--- config.mk ---
export PLATFORM = sky130hd
export DESIGN_NAME = lasint_readout_ctrl
export DESIGN_NICKNAME = d
export VERILOG_FILES = /design/src/rtl/lasint_pkg.sv /design/src/rtl/lasint_rr_arb2.sv /design/src/rtl/lasint_readout_ctrl.sv
export SDC_FILE = /design/constraint.sdc
export NUM_CORES = 1
export LEC_CHECK = 0
export BUFFER_PORTS_ARGS = -buffer_cell sky130_fd_sc_hd__buf_4
export CORE_ASPECT_RATIO = 0.7
export CORE_MARGIN = 10
export CORE_UTILIZATION = 52
export CTS_CLUSTER_SIZE = 12
export DETAILED_ROUTE_END_ITERATION = 10
export GPL_ROUTABILITY_DRIVEN = 0
export PLACE_DENSITY = 0.86
export SYNTH_ARGS = -nofsm -noshare
export SYNTH_HDL_FRONTEND = slang
export SYNTH_HIERARCHICAL = 1
export SYNTH_SLANG_ARGS = --single-unit
export TNS_END_PERCENT = 10
--- constraint.sdc ---
create_clock -name clock -period 2.9 [get_ports clock]
set_input_delay 0.58 -clock clock [delete_from_list [all_inputs] [get_ports clock]]
set_output_delay 0.58 -clock clock [all_outputs]
set_load 0.01 [all_outputs]
--- src/rtl/lasint_pkg.sv ---
// Shared types and widths for the laser-interferometer readout controller.
package lasint_pkg;

  localparam int POS_W = 32;
  localparam int TAG_W = 8;

  typedef enum logic [1:0] {
    IDLE   = 2'd0,
    ZERO   = 2'd1,
    SETTLE = 2'd2,
    RUN    = 2'd3
  } state_t;

endpackage

--- src/rtl/lasint_rr_arb2.sv ---
// Two-requester round-robin arbiter; priority moves past the last grantee.
module lasint_rr_arb2 (
  input  logic       clock,
  input  logic       reset_c,
  input  logic [1:0] elig,
  output logic [1:0] gnt
);

  logic pri;

  always_comb begin
    gnt = elig;
    if (elig == 2'b11) gnt = pri ? 2'b10 : 2'b01;
  end

  always_ff @(posedge clock or negedge reset_c) begin
    if (!reset_c)    pri <= 1'b0;
    else if (gnt[0]) pri <= 1'b1;
    else if (gnt[1]) pri <= 1'b0;
  end

endmodule

--- src/rtl/lasint_readout_ctrl.sv ---
// Position-counter readout: zero/settle sequencing, periodic snapshot, 2-port read.
// Optional counter-wrap detection is built when LASINT_WRAP_DETECT_EN is defined.
//
// state  | meaning
// IDLE   | no sampling, snapshot retained, reads allowed
// ZERO   | cnt_reset held high for ZERO_CYC cycles
// SETTLE | quiet period for trigger-chain latency
// RUN    | periodic capture of pos_in every sample_div+1 cycles
module lasint_readout_ctrl
  import lasint_pkg::*;
#(
  parameter int ZERO_CYC   = 4,
  parameter int SETTLE_CYC = 6,
  parameter int DIV_W      = 16
) (
  input  logic             clock,
  input  logic             reset_c,
  input  logic             zero_req,
  input  logic             run_en,
  input  logic [DIV_W-1:0] sample_div,
  input  logic [POS_W-1:0] pos_in,
  output logic             cnt_reset,
  input  logic [1:0]       req,
  output logic [1:0]       gnt,
  output logic [POS_W-1:0] rd_data,
  output logic             rd_valid,
  output logic [TAG_W-1:0] smp_tag,
  output logic             busy,
  output logic             wrap_flag
);

  localparam int TMR_MAX = (ZERO_CYC > SETTLE_CYC) ? ZERO_CYC : SETTLE_CYC;
  localparam int TMR_W   = $clog2(TMR_MAX + 1);
  localparam logic [TMR_W-1:0] ZERO_LD   = TMR_W'(ZERO_CYC - 1);
  localparam logic [TMR_W-1:0] SETTLE_LD = TMR_W'(SETTLE_CYC - 1);

  state_t             state, state_nx;
  logic [TMR_W-1:0]   tmr, tmr_nx;
  logic [DIV_W-1:0]   smp_cnt;
  logic [POS_W-1:0]   snap;
  logic [TAG_W-1:0]   tag;
  logic [1:0]         fresh;
  logic [1:0]         elig;
  logic               capture;

  always_ff @(posedge clock or negedge reset_c) begin
    if (!reset_c) begin
      state <= ZERO;
      tmr   <= ZERO_LD;
    end else begin
      state <= state_nx;
      tmr   <= tmr_nx;
    end
  end

  always_comb begin
    state_nx = state;
    tmr_nx   = tmr;
    case (state)
      IDLE: begin
        if (zero_req) begin
          state_nx = ZERO;
          tmr_nx   = ZERO_LD;
        end else if (run_en) begin
          state_nx = RUN;
        end
      end
      ZERO: begin
        if (zero_req) begin
          tmr_nx = ZERO_LD;
        end else if (tmr == '0) begin
          state_nx = SETTLE;
          tmr_nx   = SETTLE_LD;
        end else begin
          tmr_nx = tmr - 1'b1;
        end
      end
      SETTLE: begin
        if (zero_req) begin
          state_nx = ZERO;
          tmr_nx   = ZERO_LD;
        end else if (tmr == '0) begin
          state_nx = run_en ? RUN : IDLE;
        end else begin
          tmr_nx = tmr - 1'b1;
        end
      end
      RUN: begin
        if (zero_req) begin
          state_nx = ZERO;
          tmr_nx   = ZERO_LD;
        end else if (!run_en) begin
          state_nx = IDLE;
        end
      end
      default: begin
        state_nx = ZERO;
        tmr_nx   = ZERO_LD;
      end
    endcase
  end

  // Counter idles at sample_div outside RUN so RUN entry starts a full period.
  assign capture = (state == RUN) && (smp_cnt == '0) && !zero_req;

  always_ff @(posedge clock or negedge reset_c) begin
    if (!reset_c)                      smp_cnt <= '0;
    else if (state != RUN || capture)  smp_cnt <= sample_div;
    else                               smp_cnt <= smp_cnt - 1'b1;
  end

  assign elig = req & fresh & {2{state != ZERO}};

  lasint_rr_arb2 u_arb (
    .clock   (clock),
    .reset_c (reset_c),
    .elig    (elig),
    .gnt     (gnt)
  );

  // A capture re-arms both readers, overriding a same-cycle grant clear.
  always_ff @(posedge clock or negedge reset_c) begin
    if (!reset_c) begin
      snap  <= '0;
      tag   <= '0;
      fresh <= 2'b00;
    end else if (zero_req) begin
      snap  <= '0;
      tag   <= '0;
      fresh <= 2'b00;
    end else if (capture) begin
      snap  <= pos_in;
      tag   <= tag + 1'b1;
      fresh <= 2'b11;
    end else begin
      fresh <= fresh & ~gnt;
    end
  end

`ifdef LASINT_WRAP_DETECT_EN
  logic wrap_q;
  logic wrap_hit;

  assign wrap_hit = ((snap[POS_W-1:POS_W-2] == 2'b01) && (pos_in[POS_W-1:POS_W-2] == 2'b10)) ||
                    ((snap[POS_W-1:POS_W-2] == 2'b10) && (pos_in[POS_W-1:POS_W-2] == 2'b01));

  always_ff @(posedge clock or negedge reset_c) begin
    if (!reset_c)                 wrap_q <= 1'b0;
    else if (zero_req)            wrap_q <= 1'b0;
    else if (capture && wrap_hit) wrap_q <= 1'b1;
  end

  assign wrap_flag = wrap_q;
`else
  assign wrap_flag = 1'b0;
`endif

  assign cnt_reset = (state == ZERO);
  assign busy      = (state == ZERO) || (state == SETTLE);
  assign rd_valid  = |gnt;
  assign rd_data   = snap;
  assign smp_tag   = tag;

endmodule

## Word level (Yosys, flattened, before mapping)

Cells that the tools add are included.

| cells by class | value |
|---|---|
| reductions and logical operators | 14 |
| equal/unequal tests | 13 |
| mux-type cells | 27 |
| add/subtract/negate cells | 3 |
| bitwise operators | 4 |

Operators by type and width:

| operator | count |
|---|---|
| 32-bit two-way mux | 2 |
| 2-bit two-way mux | 13 |
| 16-bit logical NOT | 1 |
| 16-bit two-way mux | 1 |
| 8-bit two-way mux | 2 |
| 16-bit by 1-bit subtractor with 16-bit output (second input constant) | 1 |
| 3-bit two-way mux | 5 |
| 3-bit != test (second input constant) | 4 |
| 3-bit one-hot mux with 3 select lines | 1 |
| 8-bit by 1-bit adder with 8-bit output (second input constant) | 1 |
| 2-bit one-hot mux with 4 select lines | 1 |
| 2-bit bitwise AND | 3 |
| 2-bit equality test (second input constant) | 3 |
| 2-bit by 1-bit != test with 1-bit output (second input constant) | 3 |
| 5-bit AND reduction | 1 |
| 2-bit != test (second input constant) | 2 |
| 2-bit nonzero test | 2 |
| 2-bit OR reduction | 2 |
| 3-bit logical NOT | 1 |
| 3-bit by 1-bit subtractor with 3-bit output (second input constant) | 1 |
| 2-bit by 1-bit equality test with 1-bit output (second input constant) | 1 |
| 1-bit logical AND | 2 |
| 2-bit logical NOT | 1 |
| 1-bit logical OR | 2 |
| other kinds (4) | 5 |

| word-level totals | value |
|---|---|
| register bits after elaboration | 64 |
| word-level logic and storage cells | 68 |
| output and inout bits | 46 |

## Logic depth before layout (Yosys ltp)

Gate-level depths: netlist (run 1).

| logic depth | value |
|---|---|
| word-level depth | 8 |
| depth in mapped cells | 8 |
| depth with buffers taken out | 7 |

## Modules after synthesis

Netlist (run 1), hierarchy kept.

By module, submodules not included:

| module | cells an instance | area an instance (sq um) | sequential area each (sq um) | instances |
|---|---|---|---|---|
| lasint_readout_ctrl | 332 | 3274.4 | 1580.3 | 1 |
| lasint_rr_arb2 | 6 | 52.6 | 25.0 | 1 |

## Least setup slack after synthesis (run 1)

No wires, ideal clock.

| timing | value |
|---|---|
| path kind | register -> register |
| start point | reg smp_cnt[8] |
| end point | reg smp_cnt[10] |
| stages on the path, launching flop included | 7 |
| slack | 638 ps |
| period minus slack after synthesis | 2262 ps |
| data arrival time | 2137 ps |
| required time | 2775 ps |
| cell sequence | dfrtp_1 > or3_1 > or4_4 > o31a_1 > buf_6 > buf_6 > mux2_4 |

| between the ends | value |
|---|---|
| cells in the longest elaborated chain, start to end | 5 |
| elaborated cells between the ends (all ways) | 6 |
| those cells by class | 1 x add/sub; 1 x mux; 4 x reduce/logical |

RTL lines:

| element | line | RTL |
|---|---|---|
| start, declared | lasint_readout_ctrl.sv:39 | `logic [DIV_W-1:0] smp_cnt;` |
| start signal, assigned | lasint_readout_ctrl.sv:108 | `else if (state != RUN \|\| capture) smp_cnt <= sample_div;` |
| start signal, assigned | lasint_readout_ctrl.sv:109 | `else smp_cnt <= smp_cnt - 1'b1;` |
| branches (longest 4 deep; another with 16-bit by 1-bit subtractor with 16-bit output) | -- |  |
| 16-bit two-way mux (*) | lasint_readout_ctrl.sv:108 |  |

Mark *: on every way between the ends.
A chain may end at the register's enable or synchronous reset.

## Worst setup path in the final report (run 1)

| timing | value |
|---|---|
| start point | reg state[0] |
| end point | reg smp_cnt[15] |

| between the ends | value |
|---|---|
| cells in the longest elaborated chain, start to end | 5 |
| elaborated cells between the ends (all ways) | 6 |
| those cells by class | 2 x eq/ne; 1 x mux; 3 x reduce/logical |

RTL lines:

| element | line | RTL |
|---|---|---|
| start, declared | lasint_readout_ctrl.sv:37 | `state_t state, state_nx;` |
| start signal, assigned | lasint_readout_ctrl.sv:51 | `state <= state_nx;` |
| 2-bit equality test | lasint_readout_ctrl.sv:104 | `assign capture = (state == RUN) && (smp_cnt == '0) && !zero_req;` |
| 1-bit logical AND (2 in a row) | lasint_readout_ctrl.sv:104 |  |
| 1-bit logical OR (*) | lasint_readout_ctrl.sv:108 |  |
| 16-bit two-way mux (*) | lasint_readout_ctrl.sv:108 |  |

Mark *: on every way between the ends. The rest lies on a longest branch, timed or not.

==> results of run 1 <==
## cells in the final DEF, fill, tap and decap left out, drive strengths merged, types with 2 or more instances in the layout
cell type	synthesis	final
o31ai	6	6
o22ai	2	2
buf	5	103
dfstp	3	3
nand3b	2	2
nand3	36	36
xnor2	11	11
xor2	3	3
nand2	5	5
nand4	6	6
nor3b	2	2
dfrtp	61	61
or3	3	3
mux2i	2	2
clkbuf	20	11
nor2	11	11
and3	2	2
a21oi	50	50
clkinv	0	3
ha	10	10
a21boi	2	2
o21ai	35	35
nor3	5	5
or4	8	8
a22oi	2	2
mux2	16	16
nand2b	4	4
nor4	3	3
or2	2	2
inv	10	10
## layout make-up
type                    instances  area [um^2]
clock buffers                  11        141.4
clock inverters                 4        45.04
fillers                       485         1936
inverters                      10        37.54
multi-input cells             239         1580
flip-flops and latches         64         1605
well taps                      78        97.59
repair buffers                103        773.2
## Yosys cell counts, types with 3 or more instances
library cell,n
a21oi_1,50
o31ai_1,6
nand2b_1,4
mux2_1,7
mux2_4,9
o21ai_1,35
clkbuf_1,20
nor3_1,4
nand2_1,5
xnor2_1,11
xor2_1,3
inv_1,10
dfstp_2,3
or4_1,7
nor2_1,11
ha_1,10
dfrtp_1,61
nor4_1,3
nand3_1,36
nand4_1,6
or3_1,3
## worst min path at each step
stage / start / endpoint / depth (start not counted)
after floorplan: reset_c / fresh[0]$_DFF_PN0_ / 0
after global placement: u_arb/pri$_DFFE_PN0P_ / u_arb/pri$_DFFE_PN0P_ / 1
after detailed placement: u_arb/pri$_DFFE_PN0P_ / u_arb/pri$_DFFE_PN0P_ / 1
after CTS: reset_c / rd_data[28]$_DFFE_PN0P_ / 1
after global routing: reset_c / u_arb/pri$_DFFE_PN0P_ / 1
final: reset_c / u_arb/pri$_DFFE_PN0P_ / 1
## report_power, final
group	switching [mW]	internal, mW	total (mW)
combinational	0.436	0.400	0.836
sequential	0.107	1.01	1.12
clock	0.322	0.411	0.734
## sequential cells by signal (all words and copies together) (netlist names)
| signal | cells |
|---|---|
| fresh | 2 |
| u_arb/pri | 1 |
| smp_cnt | 16 |
| state | 2 |
| tmr | 3 |
| rd_data | 32 |
| smp_tag | 8 |
## metal layers
metal	vias up	wire, um	global-route usage
met3	4	718	0.07300
met2	94	4312	0.2813
met4	0	27	0.03096
li1	1404	-	-
met5	-	0	0
met1	1412	3979	0.2257
## cell families (layout without fill, tap and decap cells)
kind of cell / after synthesis / count (layout) / share of synthesized area
XOR/XNOR: 14 / 14 / 0.03686
buffers and inverters: 35 / 128 / 0.04513
AND/OR/NAND/NOR: 93 / 93 / 0.1576
adder cells (fa/ha/maj): 10 / 10 / 0.03761
flip-flops: 64 / 64 / 0.4825
other: 1 / 1 / 0.001127
AO/OA/AOI/OAI: 103 / 103 / 0.1689
multiplexers: 18 / 18 / 0.07033
## critical path, delay by kind of cell, from the launching register on
kind	cells	cell delay (ns)
adder cells (fa/ha/maj)	1	0.30
flip-flops	1	0.56
multiplexers	1	0.44
AND/OR/NAND/NOR	2	0.67
AO/OA/AOI/OAI	1	0.57
## per-stage QoR
step                      total power, mW  instance area, um^2  hold WS, ns
after floorplan                     1.726                 3327       0.2844
after global placement              1.918                 4094       0.4746
after detailed placement            1.966                 4094       0.4954
after CTS                           2.705                 4280       0.3529
after global routing                2.849                 4280       0.3818
final                               2.690                 4280       0.3201
==> flow_summary.json, run 1 <==
{
  "synthCells": 338,
  "ys_seq_elements": 64,
  "skew_ns": 0.009879,
  "cp-end-kind": "flop",
  "setup_viol": 0,
  "syn-cell-area_mm2": 0.003327,
  "dp_worst_setup_slack_ns": 0.2738,
  "avgSynthCellArea_um2": 9.843,
  "outcome": "completed",
  "worst_slew_pin_slew_ns": 0.9687,
  "final_nets": 491,
  "layout_setup_ws_ns": 0.2389,
  "core_mm2": 0.006216,
  "cp_max_fo": 16,
  "clock_sinks": 64,
  "dr.pass1.iters": 4,
  "async_flop_share": 1.000,
  "critical_path_required_ns": 3.11,
  "peakVddDrop_uv": 422.7,
  "route.vias.total": 2914,
  "portBuffers": 98,
  "drive_above_1_share": 0.3109,
  "final_hold_viol_count": 0,
  "dp_hpwl_um": 6369,
  "r2r-start": "state[0]$_DFFE_PN1P_",
  "drc": 0,
  "n_antenna_cell": 0,
  "grt_max_degree": 65,
  "grt_pass1_vias": 2934,
  "clkSlewWorstSetupHoldPaths_ns": 0.06,
  "synth-main-ff-cell": "dfrtp_1",
  "grt_setup_unrepaired": "no",
  "period_needed_ns": 2.661,
  "synth_top_cell_area_share": 0.4588,
  "cts_setup_buffers": 0,
  "area_growth_syn_to_layout_pct": 28.66,
  "fmax_mhz": 375.8,
  "finalCritPeriodShare": 0.9176,
  "grt_pass1_wl_um": 14390,
  "slew_violations": 0,
  "synth_edf_count": 0,
  "path_cells": "ha_1 > nand4bb_1 > or4_4 > o31a_1 > mux2_1",
  "yosysWarnings": 6,
  "relSlewSlack": 0.3542,
  "viasPerCell": 5.725,
  "p_leak_nw": 1.948,
  "cp.arrival_ns": 2.87,
  "critical_path_class": "flop to flop",
  "power_density_mw_per_mm2": 628.5,
  "fin_cells": 509,
  "drt_iter0_markers": 200,
  "die_w_um": 115.6,
  "crit_path_end": "smp_cnt[15]$_DFF_PN0_",
  "yosysSeqAreaShare": 0.4825,
  "cts_hold_buf": 0,
  "grtUsageTotal": 0.1777,
  "cap_violations": 0,
  "syn_nets": 402,
  "wl_um": 9038,
  "ctsRootBufferMaster": "clkbuf_8",
  "setup_tns_ns": 0,
  "start_util": 0.5352,
  "final_util": 0.6886,
  "hp-class": "primary input to async pin",
  "rows": 24,
  "antenna_found_initial": 0,
  "cts_resized": 0,
  "synth_area_leader_cell": "dfrtp_1",
  "cts_buffers": 9,
  "worstSetupStartpoint": "state[0]$_DFFE_PN1P_",
  "critPathLaunchType": "flop",
  "fp.dieH_um": 86.92,
  "worst-r2r-setup-slack_ns": 0.24,
  "synth.area.top_cells": "dfrtp_1 46%, a21oi_1 7.5%, nand3_1 5.4%",
  "tritoncts": "built",
  "r2r_end": "smp_cnt[15]$_DFF_PN0_",
  "clk_latency_ns": 0.33,
  "die_area_mm2": 0.01005,
  "crit_path_top_delay_cell": "o31a_1",
  "grt-ovfl-total": 0,
  "max_stage_delay_ns": 0.57,
  "pin_count": 100,
  "yosysUniqueCellTypes": 46,
  "r2r_cells": 5,
  "dpl.cell_count": 494,
  "cts_htree_levels": 3,
  "clock_path_buffers": 2,
  "routedWlPerCell_um": 17.76,
  "ant_nets": 0
}
(Power assumes the default switching activity.)
==> inputs of run 2 (changes only) <==
--- a/config.mk
+++ b/config.mk
@@ -5,6 +5,7 @@
 export SDC_FILE = /design/constraint.sdc
 export NUM_CORES = 1
 export LEC_CHECK = 0
+export ABC_AREA = 1
 export BUFFER_PORTS_ARGS = -buffer_cell sky130_fd_sc_hd__buf_4
 export CORE_ASPECT_RATIO = 0.7
 export CORE_MARGIN = 10
@@ -12,7 +13,7 @@
 export CTS_CLUSTER_SIZE = 12
 export DETAILED_ROUTE_END_ITERATION = 10
 export GPL_ROUTABILITY_DRIVEN = 0
-export PLACE_DENSITY = 0.86
+export PLACE_DENSITY = 0.85
 export SYNTH_ARGS = -nofsm -noshare
 export SYNTH_HDL_FRONTEND = slang
 export SYNTH_HIERARCHICAL = 1
==> flow_summary.json, run 2 <==
{
  "async_flop_share": 1.000,
  "clk_latency_ns": 0.34,
  "critPathLaunchType": "flop",
  "final_cell_mix": "203 x nand2_1, 99 x buf_4, 61 x dfrtp_1, 34 x nor2_1, 31 x inv_1",
  "peakVddDrop_uv": 453.8,
  "synthSimpleGateAreaFrac": 0.3327,
  "setup_viol": 0,
  "grt-ovfl-total": 0,
  "viasPerCell": 4.848,
  "yosys.area_share.xor_xnor": 0.02360,
  "cts_resized": 0,
  "critical_path_class": "flop to output port",
  "grt_pass1_wl_um": 13520,
  "pin_count": 100,
  "route.vias.total": 2972,
  "finalCritPeriodShare": 0.8675,
  "cts_htree_levels": 3,
  "skew_ns": 0.007791,
  "power_density_mw_per_mm2": 650.0,
  "n_antenna_cell": 0,
  "slew_violations": 0,
  "max_stage_delay_ns": 0.41,
  "yosysSeqAreaShare": 0.4807,
  "dpl_cell_area_mm2": 0.004083,
  "syn-cell-area_mm2": 0.003339,
  "cp.arrival_ns": 1.94,
  "synth_area_leader_cell": "dfrtp_1",
  "avgSynthCellArea_um2": 7.712,
  "yosysUniqueCellTypes": 31,
  "layout_commonest_cell": "nand2_1",
  "dr.pass1.iters": 4,
  "cts_buffers": 9,
  "relSlewSlack": 0.4735,
  "area_growth_syn_to_layout_pct": 29.15,
  "portBuffers": 98,
  "final_nets": 594,
  "largest_register_ffs": 32,
  "synth.area.top_cells": "dfrtp_1 46%, nand2_1 23%, nor2_1 3.8%",
  "critical_path_required_ns": 2.32,
  "synth-compound-area-share": 0.05358,
  "synth_common_cells": "203 x nand2_1, 61 x dfrtp_1, 34 x nor2_1, 31 x inv_1, 17 x o21ai_0",
  "setup_tns_ns": 0,
  "grtUsageTotal": 0.1668,
  "ant_nets": 0,
  "clkSlewWorstSetupHoldPaths_ns": 0.07,
  "ys_seq_elements": 64,
  "clock_path_buffers": 2,
  "drt_iter0_markers": 184,
  "die_area_mm2": 0.01008,
  "dp_hpwl_um": 6308,
  "clock_sinks": 64,
  "period_needed_ns": 2.516,
  "crit_path_top_delay_cell": "dfrtp_1",
  "path_cells": "inv_1 > ha_1 > nor2_1 > a21oi_1 > or2_2 > buf_4",
  "muxShareOfSynthArea": 0.002997,
  "final_hold_viol_count": 0,
  "p_leak_nw": 2.409,
  "hp-class": "primary input to async pin",
  "finalInstanceArea_mm2": 0.004313,
  "synth_top_family_by_area": "simple AND/OR/NAND/NOR gates",
  "cp-end-kind": "output port",
  "drive_above_1_share": 0.2505,
  "drc": 0,
  "worst_slew_pin_slew_ns": 0.7898,
  "antenna_found_initial": 0,
  "synth-main-ff-cell": "dfrtp_1",
  "syn_nets": 497,
  "wl_um": 8363,
  "cts_hold_buf": 0,
  "die_w_um": 115.8,
  "cts_setup_buffers": 0,
  "synth_most_common_cell": "nand2_1",
  "fp.dieH_um": 87.05,
  "synth_edf_count": 0,
  "yosysWarnings": 6,
  "grt_max_degree": 65,
  "grt_pass1_vias": 2956,
  "start_util": 0.5372,
  "synthCells": 433,
  "ctsRootBufferMaster": "clkbuf_8",
  "cp_max_fo": 5,
  "outcome": "completed",
  "synth-adder-area-share": 0.03747,
  "synth_top_cell_area_share": 0.4571,
  "fmax_mhz": 397.5,
  "rows": 24,
  "grt_setup_unrepaired": "no",
  "core_mm2": 0.006216,
  "routedWlPerCell_um": 13.64,
  "cap_violations": 0,
  "tritoncts": "built"
}
[run 2: worst paths after layout]
check	start	to	slack, ns	cells after the start
max	state[1]$_DFFE_PN0P_	rd_valid	0.38	6
min	reset_c	rd_data[27]$_DFFE_PN0P_	0.33	1
max reg2reg	state[0]$_DFFE_PN1P_	smp_cnt[4]$_DFF_PN0_	0.89	10
min reg2reg	rd_data[21]$_DFFE_PN0P_	rd_data[21]$_DFFE_PN0P_	0.47	2
max in group asynchronous	reset_c	rd_data[4]$_DFFE_PN0P_	2.06	1
min in group clock	sample_div[2]	smp_cnt[2]$_DFF_PN0_	0.44	3
[run 2: per-layer routing]
| layer | track usage | part of all wire |
|---|---|---|
| met1 | 0.1960 | 0.43 |
| met2 | 0.2767 | 0.49 |
| met3 | 0.06474 | 0.073 |
| met4 | 0.05096 | 0.010 |
| met5 | 0 | 0 |
[run 2: cells by family after synthesis]
kind of cell	count (synthesis)
simple gates	270
flops	64
buf+inv	47
compound gates	31
fa+ha+maj	10
xor+xnor	9
other cells	1
mux	1
[run 2: critical path, delay by kind of cell, from the launching register on]
kind                       cells  cell delay, ns
buffers and inverters          2            0.24
DFF                            1            0.41
adders and majority gates      1            0.25
AOI/OAI and AO/OA              1            0.15
and+or+nand+nor                2            0.55
[run 2: where the power goes]
| part | switching (mW) | internal, mW | leakage [nW] |
|---|---|---|---|
| Combinational | 0.498 | 0.317 | 1.45 |
| Sequential | 0.104 | 1.02 | 0.848 |
| Clock | 0.355 | 0.510 | 0.109 |
| Total | 0.957 | 1.85 | 2.41 |
[run 2: stage by stage]
stage | worst slack (ns) | instances | total power [mW] | hold slack (ns) | util
detailed placement | 0.7581 | 597 | 1.949 | 0.4602 | 0.6568
floorplan | 0.9294 | 433 | 1.713 | 0.2844 | -
finish | 0.3841 | 613 | 2.803 | 0.3282 | 0.6938
CTS | 0.3771 | 613 | 2.819 | 0.3507 | 0.6938
global placement | 0.8788 | 597 | 1.912 | 0.4546 | 0.6568
global route | 0.2525 | 613 | 2.994 | 0.3824 | 0.6938
[run 2: layout make-up]
cell class / instances / area (um^2)
Clock buffer: 10 / 137.6
Clock inverter: 6 / 92.59
Fill cell: 510 / 1903
Inverter: 34 / 128.9
Multi-Input combinational cell: 322 / 1508
Sequential cell: 64 / 1605
Tap cell: 78 / 97.59
Timing Repair Buffer: 99 / 743.2
==> inputs of run 3 (changes only) <==
--- a/config.mk
+++ b/config.mk
@@ -5,11 +5,12 @@
 export SDC_FILE = /design/constraint.sdc
 export NUM_CORES = 1
 export LEC_CHECK = 0
-export ABC_AREA = 1
 export BUFFER_PORTS_ARGS = -buffer_cell sky130_fd_sc_hd__buf_4
+export CELL_PAD_IN_SITES_DETAIL_PLACEMENT = 1
+export CELL_PAD_IN_SITES_GLOBAL_PLACEMENT = 2
 export CORE_ASPECT_RATIO = 0.7
 export CORE_MARGIN = 10
-export CORE_UTILIZATION = 52
+export CORE_UTILIZATION = 31
 export CTS_CLUSTER_SIZE = 12
 export DETAILED_ROUTE_END_ITERATION = 10
 export GPL_ROUTABILITY_DRIVEN = 0
==> flow_summary.json, run 3 (synthesized netlist as in run 1, its figures left out) <==
{
  "switching_power_mw": 0.9555,
  "worst_slew_pin_slew_ns": 0.9835,
  "drc": 0,
  "viasPerCell": 5.231,
  "largest_register_ffs": 32,
  "dp_hpwl_um": 7563,
  "hp-class": "primary input to async pin",
  "slew_violations": 0,
  "grt_max_degree": 65,
  "drive_above_1_share": 0.3172,
  "grt_pass1_wl_um": 17660,
  "start_util": 0.3201,
  "crit_path_top_delay_cell": "o31a_1",
  "worstSetupStartpoint": "state[0]$_DFFE_PN1P_",
  "routedWlPerCell_um": 18.95,
  "clock_path_buffers": 2,
  "cp.arrival_ns": 2.81,
  "cts_resized": 0,
  "grtUsageTotal": 0.1428,
  "final_cell_mix": "106 x buf_4, 61 x dfrtp_1, 50 x a21oi_1, 36 x nand3_1, 35 x o21ai_1",
  "critPathBufInv": 0,
  "period_needed_ns": 2.609,
  "setup_viol": 0,
  "critPathTopFamily": "simple AND/OR/NAND/NOR gates",
  "p_int_mw": 2.135,
  "dr.pass1.iters": 4,
  "critical_path_required_ns": 3.10,
  "max_stage_delay_ns": 0.57,
  "r2r-start": "state[0]$_DFFE_PN1P_",
  "tritoncts": "built",
  "seq_area_mm2": 0.001605,
  "cap_violations": 0,
  "outcome": "completed",
  "setup_tns_ns": 0,
  "cp_max_fo": 16,
  "seq_power_share": 0.363,
  "swShare": 0.3092,
  "fp.dieH_um": 106.7,
  "portBuffers": 98,
  "finalCritPeriodShare": 0.8998,
  "multi_input_area_mm2": 0.001582,
  "antenna_found_initial": 0,
  "pwr-share-comb": 0.281,
  "power_density_mw_per_mm2": 689.0,
  "cp-end-kind": "flop",
  "ctsRootBufferMaster": "clkbuf_16",
  "cts_setup_buffers": 0,
  "clk_latency_ns": 0.33,
  "ant_nets": 0,
  "clock_sinks": 64,
  "area_growth_syn_to_layout_pct": 34.83,
  "cts_buffers": 9,
  "peakVddDrop_uv": 288.0,
  "skew_ns": 0.005710,
  "die_area_mm2": 0.01534,
  "layout_commonest_cell": "buf_4",
  "p_leak_nw": 2.015,
  "cts_htree_levels": 3,
  "final_nets": 494,
  "clkSlewWorstSetupHoldPaths_ns": 0.06,
  "die_w_um": 143.8,
  "pin_count": 100,
  "fmax_mhz": 383.2,
  "rows": 31,
  "grt_setup_unrepaired": "no",
  "core_mm2": 0.01040,
  "power_mw": 3.090,
  "path_cells": "ha_1 > nand4bb_1 > or4_4 > o31a_1 > mux2_1",
  "fillers": 1188,
  "grt-ovfl-total": 0,
  "critPathLaunchType": "flop",
  "holdWs_ns": 0.3614,
  "drt_iter0_markers": 158,
  "relSlewSlack": 0.3443,
  "clock_power_share": 0.355,
  "critical_path_class": "flop to flop",
  "wl_um": 10750,
  "final_hold_viol_count": 0,
  "n_antenna_cell": 0,
  "route.vias.total": 2966,
  "cts_hold_buf": 0,
  "grt_pass1_vias": 3300
}
run 3: cell types whose count changed in the layout (fill, tap and decap cells not counted), sizes merged, moves of 13 or more:
cell   before  now
nand2     208    5
a21oi       5   50
nor2       36   11
inv        33   10
nand3      15   36
mux2        0   16
o21ai      22   35
run 3: power groups by stage:
stage	logic (mW)	registers, mW	clock network, mW
final	0.869	1.12	1.10
after global routing	0.974	1.14	1.18
after CTS	0.880	1.12	1.13
after floorplan	0.616	1.11	0
after detailed placement	0.872	1.14	0
after global placement	0.835	1.13	0
run 3: layer usage:
metal	vias to the layer above	routed length [um]	GRT usage
li1	1408	-	-
met1	1476	4952	0.1831
met2	73	4934	0.2197
met3	9	761	0.05952
met4	0	97	0.03125
met5	-	0	0
run 3: path summary, 6_finish.rpt:
path                                                end  depth (start not counted)  slack, ns
worst max-delay path               smp_cnt[3]$_DFF_PN0_                          5       0.29
worst max register to register     smp_cnt[3]$_DFF_PN0_                          5       0.29
min in group clock                 smp_cnt[0]$_DFF_PN0_                          2       0.47
max in group asynchronous        smp_tag[6]$_DFFE_PN0P_                          1       1.98
worst min register to register    u_arb/pri$_DFFE_PN0P_                          1       0.50
worst min-delay path            rd_data[14]$_DFFE_PN0P_                          1       0.36
run 3: final cells by class:
class / instances / share of cell area
clock buffers: 13 / 0.05802
clock inverters: 3 / 0.008926
inverters: 10 / 0.008368
multi-input cells: 239 / 0.3526
flip-flops and latches: 64 / 0.3579
well taps: 132 / 0.03682
repair buffers: 106 / 0.1774
run 3: stage by stage:
step                setup slack (ns)  instances  utilization  cell area [um^2]
floorplan                     0.6376        338            -              3327
global placement              0.3969        551       0.4026              4185
detailed placement            0.2824        551       0.4026              4185
CTS                           0.2748        567       0.4315              4486
global route                  0.1396        567       0.4315              4486
finish                        0.2906        567       0.4315              4486
